### src/rtl/mem_bist_pkg.sv
// mem_bist_pkg: shared types, default widths and the data pattern generator
// for the memory BIST controller.
//   bist_state_e   : controller states
//   bist_pattern_e : selectable data patterns (matches pattern_sel encoding)
//   bist_pattern() : pattern value for an address, 64 bits wide; callers
//                    truncate to their data width.
package mem_bist_pkg;

  localparam int BIST_ADDR_W = 5;
  localparam int BIST_DATA_W = 8;

  typedef enum logic [2:0] {
    BIST_IDLE  = 3'd0,
    BIST_WRITE = 3'd1,
    BIST_READ  = 3'd2,
    BIST_DRAIN = 3'd3,
    BIST_DONE  = 3'd4
  } bist_state_e;

  typedef enum logic [1:0] {
    PAT_ZERO    = 2'd0,
    PAT_ONES    = 2'd1,
    PAT_ADDR    = 2'd2,
    PAT_CHECKER = 2'd3
  } bist_pattern_e;

  function automatic logic [63:0] bist_pattern(input bist_pattern_e pattern,
                                               input logic [63:0] addr);
    logic [63:0] val;
    case (pattern)
      PAT_ZERO:    val = '0;
      PAT_ONES:    val = '1;
      PAT_ADDR:    val = addr;
      PAT_CHECKER: val = addr[0] ? {32{2'b01}} : {32{2'b10}};
      default:     val = '0;
    endcase
    return val;
  endfunction

endpackage

### src/rtl/mem_bist_errlog.sv
// mem_bist_errlog: error counter and first-mismatch capture for the BIST.
// Optional feature macro: MEM_BIST_ERRLOG_EN builds the first-error capture
// registers; without it first_err_addr/first_err_data are tied to 0.
// Ports:
//   clk, rst        : clock, async active-high reset
//   clr             : clear all results (run accepted)
//   err_valid       : a compared location mismatched this cycle
//   err_addr/data   : address and read data of that location
//   err_count       : mismatches since clr
//   first_err_addr  : address of first mismatch since clr
//   first_err_data  : read data of first mismatch since clr
module mem_bist_errlog
  import mem_bist_pkg::*;
#(
  parameter int ADDR_W = BIST_ADDR_W,
  parameter int DATA_W = BIST_DATA_W
) (
  input  logic              clk,
  input  logic              rst,
  input  logic              clr,
  input  logic              err_valid,
  input  logic [ADDR_W-1:0] err_addr,
  input  logic [DATA_W-1:0] err_data,
  output logic [ADDR_W:0]   err_count,
  output logic [ADDR_W-1:0] first_err_addr,
  output logic [DATA_W-1:0] first_err_data
);

  // One extra bit: every location can fail, so 2**ADDR_W must be representable.
  logic [ADDR_W:0] err_count_q, err_count_d;

  always_comb begin
    err_count_d = err_count_q;
    if (clr)            err_count_d = '0;
    else if (err_valid) err_count_d = err_count_q + 1'b1;
  end

  always_ff @(posedge clk or posedge rst) begin
    if (rst) err_count_q <= '0;
    else     err_count_q <= err_count_d;
  end

  assign err_count = err_count_q;

`ifdef MEM_BIST_ERRLOG_EN
  logic [ADDR_W-1:0] first_err_addr_q, first_err_addr_d;
  logic [DATA_W-1:0] first_err_data_q, first_err_data_d;

  always_comb begin
    first_err_addr_d = first_err_addr_q;
    first_err_data_d = first_err_data_q;
    if (clr) begin
      first_err_addr_d = '0;
      first_err_data_d = '0;
    end else if (err_valid && (err_count_q == '0)) begin
      first_err_addr_d = err_addr;
      first_err_data_d = err_data;
    end
  end

  always_ff @(posedge clk or posedge rst) begin
    if (rst) begin
      first_err_addr_q <= '0;
      first_err_data_q <= '0;
    end else begin
      first_err_addr_q <= first_err_addr_d;
      first_err_data_q <= first_err_data_d;
    end
  end

  assign first_err_addr = first_err_addr_q;
  assign first_err_data = first_err_data_q;
`else
  logic unused_errlog;
  assign unused_errlog  = ^{err_addr, err_data};
  assign first_err_addr = '0;
  assign first_err_data = '0;
`endif

endmodule

### src/rtl/mem_bist_ctrl.sv
// mem_bist_ctrl: memory BIST initiator. Writes a pattern to every location,
// reads every location back (one per cycle, pipelined compare) and reports
// pass/fail with an error count.
// Optional feature macro: MEM_BIST_ERRLOG_EN (first-error capture, see
// mem_bist_errlog).
// Ports:
//   clk, rst                 : clock, async active-high reset
//   start, pattern_sel       : run request and pattern, sampled in IDLE
//   busy, done, pass         : run status; done is a one-cycle pulse
//   err_count, first_err_*   : results of the last run
//   mem_read/mem_write       : memory strobes (never both high)
//   mem_addr/mem_wdata       : memory address / write data (0 when idle)
//   mem_rdata                : memory read data, valid one cycle after read
//
// state | meaning
// IDLE  | waiting for start
// WRITE | writing pattern(addr) to every address
// READ  | issuing reads, comparing the previous address each cycle
// DRAIN | comparing the last address, no strobe
// DONE  | done pulse, pass valid
module mem_bist_ctrl
  import mem_bist_pkg::*;
#(
  parameter int ADDR_W = BIST_ADDR_W,
  parameter int DATA_W = BIST_DATA_W
) (
  input  logic              clk,
  input  logic              rst,
  input  logic              start,
  input  logic [1:0]        pattern_sel,
  output logic              busy,
  output logic              done,
  output logic              pass,
  output logic [ADDR_W:0]   err_count,
  output logic [ADDR_W-1:0] first_err_addr,
  output logic [DATA_W-1:0] first_err_data,
  output logic              mem_read,
  output logic              mem_write,
  output logic [ADDR_W-1:0] mem_addr,
  output logic [DATA_W-1:0] mem_wdata,
  input  logic [DATA_W-1:0] mem_rdata
);

  localparam logic [ADDR_W-1:0] LAST_ADDR = {ADDR_W{1'b1}};

  bist_state_e       state_q, state_d;
  bist_pattern_e     pattern_q, pattern_d;
  logic [ADDR_W-1:0] cnt_q, cnt_d;
  logic              mem_read_q, mem_read_d;
  logic              mem_write_q, mem_write_d;
  logic [ADDR_W-1:0] mem_addr_q, mem_addr_d;
  logic [DATA_W-1:0] mem_wdata_q, mem_wdata_d;
  logic              busy_q, busy_d;
  logic              done_q, done_d;
  logic              pass_q, pass_d;
  logic              cmp_valid_q, cmp_valid_d;
  logic [ADDR_W-1:0] cmp_addr_q, cmp_addr_d;
  logic [DATA_W-1:0] cmp_exp_q, cmp_exp_d;

  logic              run_accept;
  logic              mismatch;

  assign run_accept = (state_q == BIST_IDLE) && start;
  assign mismatch   = cmp_valid_q && (mem_rdata != cmp_exp_q);

  always_comb begin
    state_d   = state_q;
    pattern_d = pattern_q;
    cnt_d     = cnt_q;
    pass_d    = pass_q;

    case (state_q)
      BIST_IDLE: begin
        if (start) begin
          state_d   = BIST_WRITE;
          pattern_d = bist_pattern_e'(pattern_sel);
          cnt_d     = '0;
          pass_d    = 1'b0;
        end
      end
      BIST_WRITE: begin
        cnt_d = cnt_q + 1'b1;  // wraps to 0 for the read pass
        if (cnt_q == LAST_ADDR) state_d = BIST_READ;
      end
      BIST_READ: begin
        cnt_d = cnt_q + 1'b1;
        if (cnt_q == LAST_ADDR) state_d = BIST_DRAIN;
      end
      BIST_DRAIN: begin
        // The last compare lands on this edge, so fold it in directly.
        state_d = BIST_DONE;
        pass_d  = (err_count == '0) && !mismatch;
      end
      BIST_DONE: begin
        state_d = BIST_IDLE;
      end
      default: begin
        state_d = BIST_IDLE;
      end
    endcase

    // Outputs are registered from the next state so they line up with it.
    mem_write_d = (state_d == BIST_WRITE);
    mem_read_d  = (state_d == BIST_READ);
    mem_addr_d  = (mem_write_d || mem_read_d) ? cnt_d : '0;
    mem_wdata_d = mem_write_d ? DATA_W'(bist_pattern(pattern_d, 64'(cnt_d))) : '0;
    busy_d      = (state_d != BIST_IDLE);
    done_d      = (state_d == BIST_DONE);

    // Compare stage trails the read strobe by one cycle, matching memory latency.
    cmp_valid_d = mem_read_q;
    cmp_addr_d  = mem_addr_q;
    cmp_exp_d   = DATA_W'(bist_pattern(pattern_q, 64'(mem_addr_q)));
  end

  always_ff @(posedge clk or posedge rst) begin
    if (rst) begin
      state_q     <= BIST_IDLE;
      pattern_q   <= PAT_ZERO;
      cnt_q       <= '0;
      mem_read_q  <= 1'b0;
      mem_write_q <= 1'b0;
      mem_addr_q  <= '0;
      mem_wdata_q <= '0;
      busy_q      <= 1'b0;
      done_q      <= 1'b0;
      pass_q      <= 1'b0;
      cmp_valid_q <= 1'b0;
      cmp_addr_q  <= '0;
      cmp_exp_q   <= '0;
    end else begin
      state_q     <= state_d;
      pattern_q   <= pattern_d;
      cnt_q       <= cnt_d;
      mem_read_q  <= mem_read_d;
      mem_write_q <= mem_write_d;
      mem_addr_q  <= mem_addr_d;
      mem_wdata_q <= mem_wdata_d;
      busy_q      <= busy_d;
      done_q      <= done_d;
      pass_q      <= pass_d;
      cmp_valid_q <= cmp_valid_d;
      cmp_addr_q  <= cmp_addr_d;
      cmp_exp_q   <= cmp_exp_d;
    end
  end

  mem_bist_errlog #(
    .ADDR_W(ADDR_W),
    .DATA_W(DATA_W)
  ) u_errlog (
    .clk           (clk),
    .rst           (rst),
    .clr           (run_accept),
    .err_valid     (mismatch),
    .err_addr      (cmp_addr_q),
    .err_data      (mem_rdata),
    .err_count     (err_count),
    .first_err_addr(first_err_addr),
    .first_err_data(first_err_data)
  );

  assign mem_read  = mem_read_q;
  assign mem_write = mem_write_q;
  assign mem_addr  = mem_addr_q;
  assign mem_wdata = mem_wdata_q;
  assign busy      = busy_q;
  assign done      = done_q;
  assign pass      = pass_q;

endmodule

### config.mk
export PLATFORM = sky130hd
export DESIGN_NAME = mem_bist_ctrl
export DESIGN_NICKNAME = d
export VERILOG_FILES = /design/src/rtl/mem_bist_pkg.sv /design/src/rtl/mem_bist_errlog.sv /design/src/rtl/mem_bist_ctrl.sv
export SDC_FILE = /design/constraint.sdc
export NUM_CORES = 1
export LEC_CHECK = 0
export BUFFER_PORTS_ARGS = -buffer_cell sky130_fd_sc_hd__buf_2
export CORE_MARGIN = 4
export CORE_UTILIZATION = 47
export DETAILED_ROUTE_END_ITERATION = 8
export PLACE_DENSITY = 0.72
export SETUP_SLACK_MARGIN = 0.02
export SLEW_MARGIN = 20
export SYNTH_ARGS = -nofsm -noshare
export SYNTH_HDL_FRONTEND = slang
export SYNTH_SLANG_ARGS = --single-unit
### constraint.sdc
create_clock -name clk -period 1.8 [get_ports clk]
set_clock_uncertainty 0.05 [all_clocks]
set_input_delay 0.27 -clock clk [delete_from_list [all_inputs] [get_ports clk]]
set_output_delay 0.27 -clock clk [all_outputs]
set_load 0.02 [all_outputs]
==> run_results.csv <==
group,metric,value,unit
run_status,status,"finished with violations",
run_status,failed_checks,"negative setup slack",
sta,rsz0062_at_grt,"yes",
sta,clock.fmax,0.549,GHz
clock_network,root_buffer,"clkbuf_8",
worst_setup_path,crit_path_start_kind,"register",
yosys,yosysSeqAreaShare,0.506,
worst_setup_path,worstPathArrival,1940,ps
place,place_congestion,0.812,
sta,period_needed,1820,ps
sta,period_share,1.01,
worst_setup_path,r2r_start,"cnt_q[1]$_DFF_PP0_",
yosys,async_reset_ff_frac,1.00,
routing,first_pass_iters,5,
clock_network,clkTransAtPathRegs,80,ps
yosys,ys_seq_elements,41,
routing,drt.antenna.violating_nets,0,
sta,setup_slack,-20.0,ps
clock_network,clockBufferDepth,2,
worst_setup_path,critPathRequiredTime,1920,ps
routing,wl_per_cell,13.0,um
grt,grt_pass1_wl,5880,um
die,die_area,0.00542,mm2
pwr,powerDensity,1780,mW/mm2
grt,grt_antenna_before_repair,0,
pwr,fin_total_pwr,4.41,mW
worst_setup_path,cp-startpoint,"cnt_q[1]$_DFF_PP0_",
grt,grt_max_degree,42,
routing,drt-vias-per-instance,5.00,
yosys,synthTopCellsByArea,"dfrtp_1 51%, buf_4 5.6%, a21oi_1 3.5%",
clock_network,hold_buffers,0,
pwr,leakagePower,1.26,nW
clock_network,cts_tree,"yes",
pwr,ir_drop,1.05,mV
grt,grt-busiest-layer,"met2",
yosys,yosysTopAreaCell,"dfrtp_1",
routing,routed_wl,3860,um
layout,design_area,0.00248,mm2
yosys,synth_top_cell_area_share,0.506,
grt,grt.overflow.total,0,
min_path,worstHoldPathType,"in2async",
layout,num_antenna_cells,0,
routing,drt_iter0_drc,48,
layout,drive_above_1_share,0.340,
place,io_buffers,36,
worst_setup_path,worstPathMaxFanout,3,
routing,post-route-drc-count,0,
die,coreArea,0.00409,mm2
die,die_h,73.7,um
place,place_inst,289,
die,fp.dieW,73.7,um
grt,grt_util_met3,0.0520,
die,io_pins,50,
worst_setup_path,r2r_slack,-20,ps
yosys,yosysMostFrequentCell,"dfrtp_1",
grt,use_met2,0.234,
worst_setup_path,worst_setup_path_end_kind,"register",
yosys,syn_area_per_cell,10.2,um2
layout,nets,264,
layout,utilization,0.606,
layout,syn2layout_area_growth,22.3,%
sta,holdWs,28.4,ps
worst_setup_path,worstReg2RegEnd,"busy$_DFF_PP0_",
yosys,synth_area,0.00203,mm2
clock_network,cts_made_buffers,5,
sta,hold_viol_final,0,
worst_setup_path,worst-r2r-cell-count,7,
grt,use_met1,0.182,
routing,vias,1485,
yosys,ys.flop_type,"dfrtp_1",
yosys,netlist_instances,198,
sta,maxSlewViolCount,0,
yosys,ys_top_cells_by_count,"41 x dfrtp_1, 16 x inv_1, 15 x buf_4, 15 x nor2_1, 14 x a21oi_1",
grt,grt_usage,0.146,
sta,setup_viol,1,
clock_network,htree_levels,2,
layout,layoutNonFillerInstCount,297,
job,cap_violations,0,
die,row_count,23,
die,start_util,0.496,
place,hpwl,2790,um
grt,grt_pass1_vias,1280,
yosys,synth.distinct_cells,44,
clock_network,clk_latency,290,ps
worst_setup_path,crit_type,"reg2reg",
yosys,synth_edf_count,0,
clock_network,cts_sinks,41,
yosys,yosys_warnings,0,
place,postPlaceCellArea,0.00231,mm2
## power by group
| part | internal, mW | switching [mW] | leakage (nW) |
|---|---|---|---|
| sequential | 1.30 | 0.271 | 0.509 |
| combinational | 0.911 | 1.22 | 0.695 |
| clock | 0.403 | 0.301 | 0.0540 |
## worst max path at each step
stage,end,cells past startpoint
3_3_place_gp,mem_addr[2]$_DFF_PP0_,8
6_report,busy$_DFF_PP0_,7
4_1_cts,mem_addr[2]$_DFF_PP0_,8
3_5_place_dp,mem_addr[2]$_DFF_PP0_,8
2_1_floorplan,mem_addr[2]$_DFF_PP0_,8
5_1_grt,mem_wdata[2]$_DFF_PP0_,8
## placed cells by master (no fill, tap or decap), types with 4 or more instances in the layout
master	n
dfrtp_1	41
clkbuf_8	5
nand2_1	9
xnor2_1	4
a21oi_1	12
nor2_1	14
o21ai_0	7
xor2_1	7
nand3_1	4
conb_1	13
buf_2	36
inv_1	14
buf_4	16
## worst max-delay path, cell delays in order, from the launching register on
cell     delay (ps)
dfrtp_1         380
ha_2            190
and3_4          170
ha_4            160
and3b_1         190
o21ai_2         170
inv_2            60
or3_1           330
## metrics by stage
stage | setup TNS [ps] | setup WS [ps]
global placement | -159 | -43.1
CTS | -117 | -35.1
detailed placement | -508 | -109
global route | -957 | -99.6
floorplan | -38.2 | -12.7
finish | -20.0 | -20.0
## area by class of cell
class	count	area, um2
Multi-Input combinational cell	131	925
Fill cell	343	1610
Inverter	16	60.1
Tap cell	50	62.6
Clock buffer	5	68.8
Sequential cell	41	1030
Timing Repair Buffer	52	300
Clock inverter	2	35.0
## cells by family after synthesis
| kind of cell | share of synthesized area |
|---|---|
| AOI/OAI and AO/OA | 0.124 |
| buffers and inverters | 0.104 |
| DFF | 0.506 |
| other | 0.00185 |
| adders and majority gates | 0.0247 |
| and+or+nand+nor | 0.159 |
| muxes | 0.0327 |
| xor gates and xnor gates | 0.0476 |
## sequential cells by signal, indices dropped and copies added (netlist names)
register,count
cmp_exp_q,7
mem_wdata,7
u_errlog.err_count,6
cnt_q,5
mem_addr,5
state_q,3
pattern_q,2
busy,1
cmp_valid_q,1
done,1
mem_read,1
mem_write,1
pass,1
## layer usage
metal | wire, um | share of wire
met1 | 1630 | 0.42
met2 | 1910 | 0.50
met3 | 290 | 0.075
met4 | 26 | 0.0067
met5 | 0 | 0
## what timing repair did
| action | in CTS | in global routing |
|---|---|---|
| pin swaps | 1 | 3 |
| endpoints found under the setup margin | 9 | 15 |
| setup buffers | 0 | 1 |
| gates resized for setup | 3 | 12 |
No activity file was read; power rests on OpenSTA's default activity.
